--- config.mk ---
export PLATFORM = sky130hd
export DESIGN_NAME = regfile_uart_dump
export DESIGN_NICKNAME = d
export VERILOG_FILES = /design/src/rtl/regfile_uart_dump.sv
export SDC_FILE = /design/constraint.sdc
export NUM_CORES = 1
export LEC_CHECK = 0
export ABC_AREA = 1
export CELL_PAD_IN_SITES_DETAIL_PLACEMENT = 0
export CELL_PAD_IN_SITES_GLOBAL_PLACEMENT = 2
export CORE_UTILIZATION = 32
export DETAILED_ROUTE_END_ITERATION = 16
export GPL_ROUTABILITY_DRIVEN = 1
export PLACE_DENSITY = 0.79
export SKIP_CTS_REPAIR_TIMING = 1
export SLEW_MARGIN = 20
export SYNTH_ARGS = -nofsm -noshare
export SYNTH_HDL_FRONTEND = slang
export SYNTH_SLANG_ARGS = --single-unit
--- constraint.sdc ---
create_clock -name clk -period 4.4 [get_ports clk]
set_input_delay 0.88 -clock clk [delete_from_list [all_inputs] [get_ports clk]]
set_output_delay 0.88 -clock clk [all_outputs]
set_load 0.03 [all_outputs]
--- src/rtl/regfile_uart_dump.sv ---
// Walks the CPU register file through a debug read port and streams every
// 32-bit value out as four 8N1 UART bytes, least-significant byte first.
module regfile_uart_dump #(
    parameter int CLKS_PER_BIT = 434,
    parameter int NUM_REGS     = 32
) (
    input  logic        clk,
    input  logic        reset,
    input  logic        start,
    output logic [4:0]  dbg_read_reg,
    input  logic [31:0] dbg_read_data,
    output logic        tx,
    output logic        busy,
    output logic        done
);

    localparam int BW = (CLKS_PER_BIT > 1) ? $clog2(CLKS_PER_BIT) : 1;
    localparam logic [BW-1:0] BAUD_LAST = BW'(CLKS_PER_BIT - 1);
    localparam logic [4:0] REG_LAST = 5'(NUM_REGS - 1);

    typedef enum logic [2:0] {
        S_IDLE,
        S_FETCH,
        S_START,
        S_DATA,
        S_STOP,
        S_DONE
    } state_t;

    state_t        state;
    state_t        state_n;
    logic [BW-1:0] baud;
    logic [BW-1:0] baud_n;
    logic [2:0]    bit_idx;
    logic [2:0]    bit_idx_n;
    logic [1:0]    byte_idx;
    logic [1:0]    byte_idx_n;
    logic [1:0]    byte_inc;
    logic [4:0]    reg_idx;
    logic [4:0]    reg_idx_n;
    logic [31:0]   word_buf;
    logic [31:0]   word_buf_n;
    logic [7:0]    shreg;
    logic [7:0]    shreg_n;
    logic          tx_n;
    logic          busy_n;
    logic          done_n;
    logic          tick;

    assign tick         = (baud == BAUD_LAST);
    assign byte_inc     = byte_idx + 2'd1;
    assign dbg_read_reg = reg_idx;

    always_comb begin
        state_n    = state;
        bit_idx_n  = bit_idx;
        byte_idx_n = byte_idx;
        reg_idx_n  = reg_idx;
        word_buf_n = word_buf;
        shreg_n    = shreg;
        tx_n       = tx;
        busy_n     = busy;
        done_n     = 1'b0;

        // Every baud-timed state is entered on a wrap, so the counter
        // naturally restarts at zero on each state entry.
        if (state == S_START || state == S_DATA || state == S_STOP) begin
            baud_n = tick ? '0 : baud + 1'b1;
        end else begin
            baud_n = '0;
        end

        unique case (state)
            S_IDLE: begin
                tx_n      = 1'b1;
                reg_idx_n = 5'd0;
                if (start) begin
                    state_n = S_FETCH;
                    busy_n  = 1'b1;
                end
            end
            S_FETCH: begin
                word_buf_n = dbg_read_data;
                byte_idx_n = 2'd0;
                shreg_n    = dbg_read_data[7:0];
                tx_n       = 1'b0;
                state_n    = S_START;
            end
            S_START: begin
                if (tick) begin
                    state_n   = S_DATA;
                    bit_idx_n = 3'd0;
                    tx_n      = shreg[0];
                end
            end
            S_DATA: begin
                if (tick) begin
                    if (bit_idx == 3'd7) begin
                        state_n = S_STOP;
                        tx_n    = 1'b1;
                    end else begin
                        bit_idx_n = bit_idx + 3'd1;
                        shreg_n   = shreg >> 1;
                        tx_n      = shreg[1];
                    end
                end
            end
            S_STOP: begin
                if (tick) begin
                    if (byte_idx != 2'd3) begin
                        byte_idx_n = byte_inc;
                        shreg_n    = word_buf[{byte_inc, 3'b000} +: 8];
                        tx_n       = 1'b0;
                        state_n    = S_START;
                    end else if (reg_idx != REG_LAST) begin
                        reg_idx_n = reg_idx + 5'd1;
                        state_n   = S_FETCH;
                    end else begin
                        done_n  = 1'b1;
                        state_n = S_DONE;
                    end
                end
            end
            S_DONE: begin
                busy_n    = 1'b0;
                reg_idx_n = 5'd0;
                state_n   = S_IDLE;
            end
            default: begin
                tx_n      = 1'b1;
                busy_n    = 1'b0;
                reg_idx_n = 5'd0;
                state_n   = S_IDLE;
            end
        endcase
    end

    always_ff @(posedge clk or posedge reset) begin
        if (reset) begin
            state    <= S_IDLE;
            baud     <= '0;
            bit_idx  <= 3'd0;
            byte_idx <= 2'd0;
            reg_idx  <= 5'd0;
            word_buf <= 32'd0;
            shreg    <= 8'd0;
            tx       <= 1'b1;
            busy     <= 1'b0;
            done     <= 1'b0;
        end else begin
            state    <= state_n;
            baud     <= baud_n;
            bit_idx  <= bit_idx_n;
            byte_idx <= byte_idx_n;
            reg_idx  <= reg_idx_n;
            word_buf <= word_buf_n;
            shreg    <= shreg_n;
            tx       <= tx_n;
            busy     <= busy_n;
            done     <= done_n;
        end
    end

endmodule

Yosys cells after proc, flatten, opt, wreduce, memory -nomap -nowiden
Cells that the tools add are included.
W data, S select, Z words.
Cells by class
  add/sub/neg operators: 4
  equal/unequal tests: 18
  shift operators: 1
  muxes and demuxes: 38
  bitwise logic cells: 3
  reductions and logical operators: 15
Operators with widths (count)
  $mux W8: 4
  $shiftx A32 B6 Y8: 1
  $mux W3: 10
  $pmux W8 S3: 1
  $mux W9: 2
  $mux W5: 3
  $pmux W3 S5: 1
  $reduce_and A5 Y1: 3
  $ne A2 B2 Y1 const B: 7
  $mux W1: 10
  $pmux W5 S2: 1
  $add A9 B1 Y9 const B: 1
  $eq A3 B3 Y1 const B: 3
  $eq A9 B9 Y1 const B: 1
  $reduce_and A4 Y1: 2
  $eq A3 B2 Y1 const B: 2
  $ne A2 B1 Y1 const B: 3
  $pmux W3 S2: 1
  $add A5 B1 Y5 const B: 1
  $ne A5 B5 Y1 const B: 1
  $pmux W1 S5: 1
  $mux W2: 2
  $pmux W2 S2: 1
  $reduce_bool A2 Y1: 2
  12 further kinds: 15
Storage, ports and cells
  bits in registers: 65
  input bits: 35
  output and inout port bits: 8

Longest topological paths before layout
Gate-level depths: netlist (run 1).
  word-level depth: 5
  depth in mapped cells: 10
  gate-level depth less buffers: 10

Least setup slack after synthesis (run 1)
OpenSTA, ideal clock, no wires.
  path kind: reg2reg
  from: reg reg_idx[0] (netlist: dbg_read_reg[0])
  to: reg reg_idx[0] (netlist: dbg_read_reg[0])
  setup time: 118 ps
  arrival time: 1750 ps
  data required time: 4282 ps
  slack: 2531 ps
  stages on the path, launching flop included: 10
  path buffers: 0
  cells stage by stage: dfrtp_1 > ha_1 > nand2_1 > nor2_1 > ha_1 > or2_2 > o21ai_2 > nand2_1 > nand2_1 > nand2_1
Between the ends
  longest elaborated chain between the ends: 5
  elaborated cells on any way between the ends: 8
  classes of those cells: add/sub: 1; eq/ne: 2; mux: 4; reduce/logical: 1
Ends and longest elaborated chain
  from (decl): RTL line 39  | logic [4:0] reg_idx;
  from (signal assigned): RTL line 155  | reg_idx <= reg_idx_n;
  $add A5 B1 Y5: RTL line 116  | reg_idx_n = reg_idx + 5'd1;
  $mux W5: RTL line 115  | end else if (reg_idx != REG_LAST) begin
  $mux W5: RTL line 110  | if (byte_idx != 2'd3) begin
  $mux W5: RTL line 109  | if (tick) begin
  $pmux W5 S2: RTL line 73  | unique case (state)
Several ways; a longest one is shown, not always the timed one. The select of a mux whose other input is x is not followed.
A chain may end at the register's enable or synchronous reset.

Worst setup path in the final report (run 1)
  from: reg tx
  to: out tx
RTL lines
  from (decl): RTL line 12  | output logic tx,
  from (signal assigned): RTL line 158  | tx <= tx_n;
No word-level cell between the ends.

==> results.json, run 1 <==
{
  "final_layout_size_suffix_gt1_frac": 0.154,
  "fillers": 1103,
  "dr.pass1.iters": 4,
  "netlist_area_sq_mm": 0.00349,
  "grt_use_total": 0.155,
  "cap_viol_max_count": 0,
  "cp.required_ns": 3.52,
  "place_congestion": 0.748,
  "yosysWarnings": 0,
  "critPathBufInv": 1,
  "holdPathStages": 2,
  "yosys.cell_types.count": 32,
  "reg2reg_from": "byte_idx[0]",
  "ir_drop_mv": 0.128,
  "initial_core_util": 0.334,
  "p_per_area_mw_per_mm2": 294,
  "cts_sinks": 65,
  "clock_latency_ns": 0.35,
  "clk_pin_slew_ns": 0.07,
  "routed_wl_um": 7820,
  "clock_path_buffers": 2,
  "ys_ff_latch": 65,
  "crit_family": "buffers and inverters",
  "reg2reg_slack_ns": 2.23,
  "crit_path_end_kind": "output port",
  "core_area_sq_mm": 0.0105,
  "grt_pass1_wl_um": 13700,
  "start_kind": "flop",
  "hold_violations": 0,
  "slew_violations": 0,
  "grt-ovfl-total": 0,
  "crit_arrival_ns": 1.53,
  "fmax_mhz": 416,
  "r2r_end": "dbg_read_reg[2]",
  "worst_slew_pin_slew_ns": 0.921,
  "cp_max_fo": 2,
  "rows": 37,
  "crit_type": "flop to output port",
  "dpl.hpwl_um": 5610,
  "worstPathCellList": "clkdlybuf4s50_1",
  "vias_per_cell": 4.63,
  "rsz0062_at_grt": "no",
  "die_area_sq_mm": 0.0113,
  "setup_viol": 0,
  "period_share": 0.547,
  "slowest_delay_ns": 0.66,
  "grt_max_degree": 46,
  "portBuffers": 42,
  "die_h_um": 106,
  "final_nets": 498,
  "postPlaceCellArea_sq_mm": 0.00399,
  "cts_root_buf": "clkbuf_8",
  "drt_iter0_drc": 108,
  "grt_pass1_vias": 2882,
  "hold_ws_ns": 0.467,
  "p_leak_nw": 1.95,
  "fin_tns_setup_ns": 0,
  "syn_inst": 415,
  "slowest_stage": "clkdlybuf4s50_1",
  "vias": 2767,
  "regMostFlops": "word_buf",
  "yosysSeqAreaShare": 0.466,
  "stdcell_area_sq_mm": 0.00420,
  "reg_top3": "word_buf (32), baud (9), shreg (8)",
  "avgSynthCellArea_sq_um": 8.41,
  "antenna_found_initial": 0,
  "period_minus_slack_ns": 2.41,
  "ant_nets": 0,
  "cts_made_buffers": 9,
  "whs_endpoint": "tx",
  "htreeDepth": 3,
  "hold_path_class": "flop to flop",
  "wire_per_inst_um": 13.1,
  "synth_nets": 457,
  "min_from": "tx",
  "n_antenna_cell": 0,
  "reg2regPathDepth": 7,
  "io_pins": 43,
  "outcome": "finished, final reports clean",
  "drcViolationCount": 0,
  "die_x_um": 106,
  "largest_register_ffs": 32,
  "relSlewSlack": 0.385,
  "syn_to_final_growth_pct": 20.4,
  "cts_tree": "yes",
  "final.setup_skew_ns": 0.0110
}
==> cell type report <==
cell class | instances | area, sq um | share of cell area
clock buffers | 11 | 151 | 0.0360
multi-input cells | 299 | 1620 | 0.384
flip-flops and latches | 65 | 1630 | 0.387
clock inverters | 5 | 61.3 | 0.0146
well taps | 136 | 170 | 0.0405
repair buffers | 43 | 428 | 0.102
inverters | 38 | 148 | 0.0351
==> worst max path at each step <==
stage	from	to	slack, ns	depth (start not counted)
after global routing	tx	tx	1.96	1
after CTS	tx	tx	1.98	1
final	tx	tx	1.99	1
after floorplan	reset	baud[0]	1.90	1
after detailed placement	reset	busy	2.14	3
after global placement	reset	busy	2.14	3
==> placed cells by master (no fill, tap or decap), types with 2 or more instances in the layout <==
cell / count
a21oi_1: 9
clkbuf_8: 11
clkdlybuf4s50_1: 42
dfrtp_1: 64
ha_1: 7
inv_1: 33
inv_2: 3
inv_6: 3
mux2_2: 26
nand2_1: 124
nand2_2: 6
nand2_4: 2
nand3_1: 32
nand3_2: 4
nand4_1: 3
nor2_1: 44
nor2_2: 2
nor2_4: 4
nor3_1: 3
o21ai_0: 19
o21ai_1: 3
o21ai_2: 3
xor2_1: 2
==> cell families after synthesis <==
group,count (synthesis),share of synthesized area
AND/OR/NAND/NOR,227,0.287
flip-flops,65,0.466
buffers and inverters,51,0.0710
AO/OA/AOI/OAI,36,0.0588
multiplexers,26,0.0839
adder cells (fa/ha/maj),7,0.0251
XOR/XNOR,3,0.00753
==> worst min-delay path: cells and delay by family, from the launching register on <==
kind          cells  cell delay [ns]
flops             1             0.37
simple gates      2             0.10
==> synthesized netlist by cell type <==
cell type,count,share of area
inv_1,34,0.037
nor3_1,3,0.0043
nand3b_1,1,0.0022
o21ai_2,3,0.0075
buf_2,5,0.0072
dfrtp_1,64,0.46
a21oi_1,9,0.013
buf_4,4,0.0086
nand2_1,124,0.13
nand4_1,3,0.0054
nand3_2,4,0.011
nand3_1,32,0.046
nand2_4,2,0.0065
o211ai_1,1,0.0022
o21ai_4,1,0.0047
nor3b_1,1,0.0022
nor2_1,44,0.047
nand2_2,6,0.011
nor2_2,2,0.0036
xor2_1,2,0.0050
inv_2,2,0.0022
ha_1,7,0.025
mux2_2,26,0.084
or2_2,1,0.0018
buf_6,4,0.013
clkinv_1,1,0.0011
xnor2_1,1,0.0025
inv_6,1,0.0025
o21ai_1,3,0.0043
dfstp_2,1,0.0075
o21ai_0,19,0.027
nor2_4,4,0.013
==> through the flow <==
step	power, mW	instances	worst slack (ns)	util
2_1_floorplan	0.658	415	1.90	-
3_3_place_gp	0.702	581	2.14	0.381
3_5_place_dp	0.703	581	2.14	0.381
4_1_cts	1.25	597	1.98	0.402
5_1_grt	1.29	597	1.96	0.402
6_report	1.24	597	1.99	0.402
==> where the power goes <==
group / switching (mW) / internal, mW
Sequential: 0.00707 / 0.612
Clock: 0.252 / 0.297
Combinational: 0.0291 / 0.0405
Total: 0.288 / 0.949
==> routing by layer <==
metal,GRT usage,wire length (um),vias to the layer above,part of all wire
met2,0.263,3790,37,0.48
li1,-,-,1407,-
met1,0.194,3690,1311,0.47
met4,0.0636,142,0,0.018
met3,0.0300,191,12,0.024
met5,0,0,-,0
(Power assumes the default switching activity.)
==> inputs of run 2 (changes only) <==
==> constraint.sdc (replaced) <==
create_clock -name clk -period 2.3 [get_ports clk]
set_input_delay 0.46 -clock clk [delete_from_list [all_inputs] [get_ports clk]]
set_output_delay 0.46 -clock clk [all_outputs]
set_load 0.03 [all_outputs]
==> results.json, run 2 (synthesis gave the netlist of run 1 again) <==
{
  "fmax_mhz": 503,
  "vias_per_cell": 4.70,
  "largest_register_ffs": 32,
  "dr.pass1.iters": 4,
  "dpl.hpwl_um": 5660,
  "critPathBufInv": 1,
  "antenna_found_initial": 0,
  "reg2reg_from": "dbg_read_reg[0]",
  "cts_made_buffers": 9,
  "outcome": "finished, final reports clean",
  "utilization": 0.408,
  "setup_viol": 0,
  "relSlewSlack": 0.668,
  "cts_sinks": 65,
  "worst_slew_pin_slew_ns": 0.498,
  "cts_tree": "yes",
  "reg2regPathDepth": 9,
  "die_h_um": 106,
  "wire_per_inst_um": 13.0,
  "hold_violations": 0,
  "slew_violations": 0,
  "drcViolationCount": 0,
  "cts_root_buf": "clkbuf_8",
  "reg_top3": "word_buf (32), baud (9), shreg (8)",
  "final_nets": 502,
  "crit_type": "flop to output port",
  "final_layout_size_suffix_gt1_frac": 0.161,
  "ant_nets": 0,
  "cap_viol_max_count": 0,
  "grt_use_total": 0.155,
  "grt_pass1_wl_um": 13500,
  "n_antenna_cell": 0,
  "crit_path_end_kind": "output port",
  "grt-ovfl-total": 0,
  "reg2reg_slack_ns": 0.47,
  "rows": 37,
  "crit_family": "buffers and inverters",
  "htreeDepth": 3,
  "final_common_cell": "nand2_1",
  "io_pins": 43,
  "place_inst": 585,
  "die_area_sq_mm": 0.0113,
  "period_minus_slack_ns": 1.99,
  "regMostFlops": "word_buf",
  "slowest_stage": "clkdlybuf4s50_1",
  "rsz0062_at_grt": "no",
  "place_congestion": 0.735,
  "vias": 2823,
  "initial_core_util": 0.334,
  "fin_tns_setup_ns": 0,
  "hold_path_class": "input pin to asynchronous set/reset pin",
  "p_leak_nw": 1.98,
  "cp.required_ns": 1.84,
  "final.setup_skew_ns": 0.00882,
  "worstPathCellList": "clkdlybuf4s50_1",
  "cp_max_fo": 2,
  "drt_iter0_drc": 104,
  "clock_path_buffers": 2,
  "start_kind": "flop",
  "die_x_um": 106,
  "p_per_area_mw_per_mm2": 582,
  "fin_cells": 601,
  "core_area_sq_mm": 0.0105,
  "period_share": 0.865,
  "routed_wl_um": 7820,
  "clock_latency_ns": 0.34,
  "grt_pass1_vias": 2796,
  "slowest_delay_ns": 0.66,
  "clk_pin_slew_ns": 0.08,
  "crit_arrival_ns": 1.53,
  "portBuffers": 42,
  "r2r_end": "dbg_read_reg[4]",
  "grt_max_degree": 42,
  "layout_common_cells": "124 x nand2_1, 64 x dfrtp_1, 44 x nor2_1",
  "syn_to_final_growth_pct": 22.3,
  "ir_drop_mv": 0.285
}
[run 2: worst max path at each step]
stage                          from              end  slack [ns]  cells after the start
finish                           tx               tx        0.31                      1
global placement    dbg_read_reg[0]  dbg_read_reg[3]        0.49                      9
CTS                              tx               tx        0.28                      1
floorplan                     reset          baud[0]        0.22                      1
global route                     tx               tx        0.26                      1
detailed placement  dbg_read_reg[0]  dbg_read_reg[4]        0.47                      9
[run 2: layer usage]
layer  vias up  share of wire  track usage
met5         -              0            0
met4         0         0.0069       0.0352
met1      1352           0.46        0.191
met2        41           0.50        0.266
met3         5          0.034       0.0441
li1       1425              -            -
[run 2: layout make-up]
type,instances,area [sq um]
Sequential cell,65,1630
Fill cell,1127,6190
Tap cell,136,170
Multi-Input combinational cell,299,1620
Timing Repair Buffer,47,470
Inverter,38,148
Clock buffer,11,151
Clock inverter,5,85.1
[run 2: where the power goes]
group          internal [mW]  switching [mW]
clock                  0.678           0.487
combinational         0.0810          0.0564
sequential              1.17          0.0125
total                   1.93           0.556
[run 2: per-stage QoR]
stage / cell area, sq um / worst slack [ns] / power, mW / hold WS [ns]
global placement: 4030 / 0.492 / 1.35 / 0.455
detailed placement: 4030 / 0.471 / 1.35 / 0.457
floorplan: 3490 / 0.215 / 1.26 / 0.442
global route: 4270 / 0.257 / 2.59 / 0.474
CTS: 4270 / 0.284 / 2.53 / 0.437
finish: 4270 / 0.311 / 2.49 / 0.438
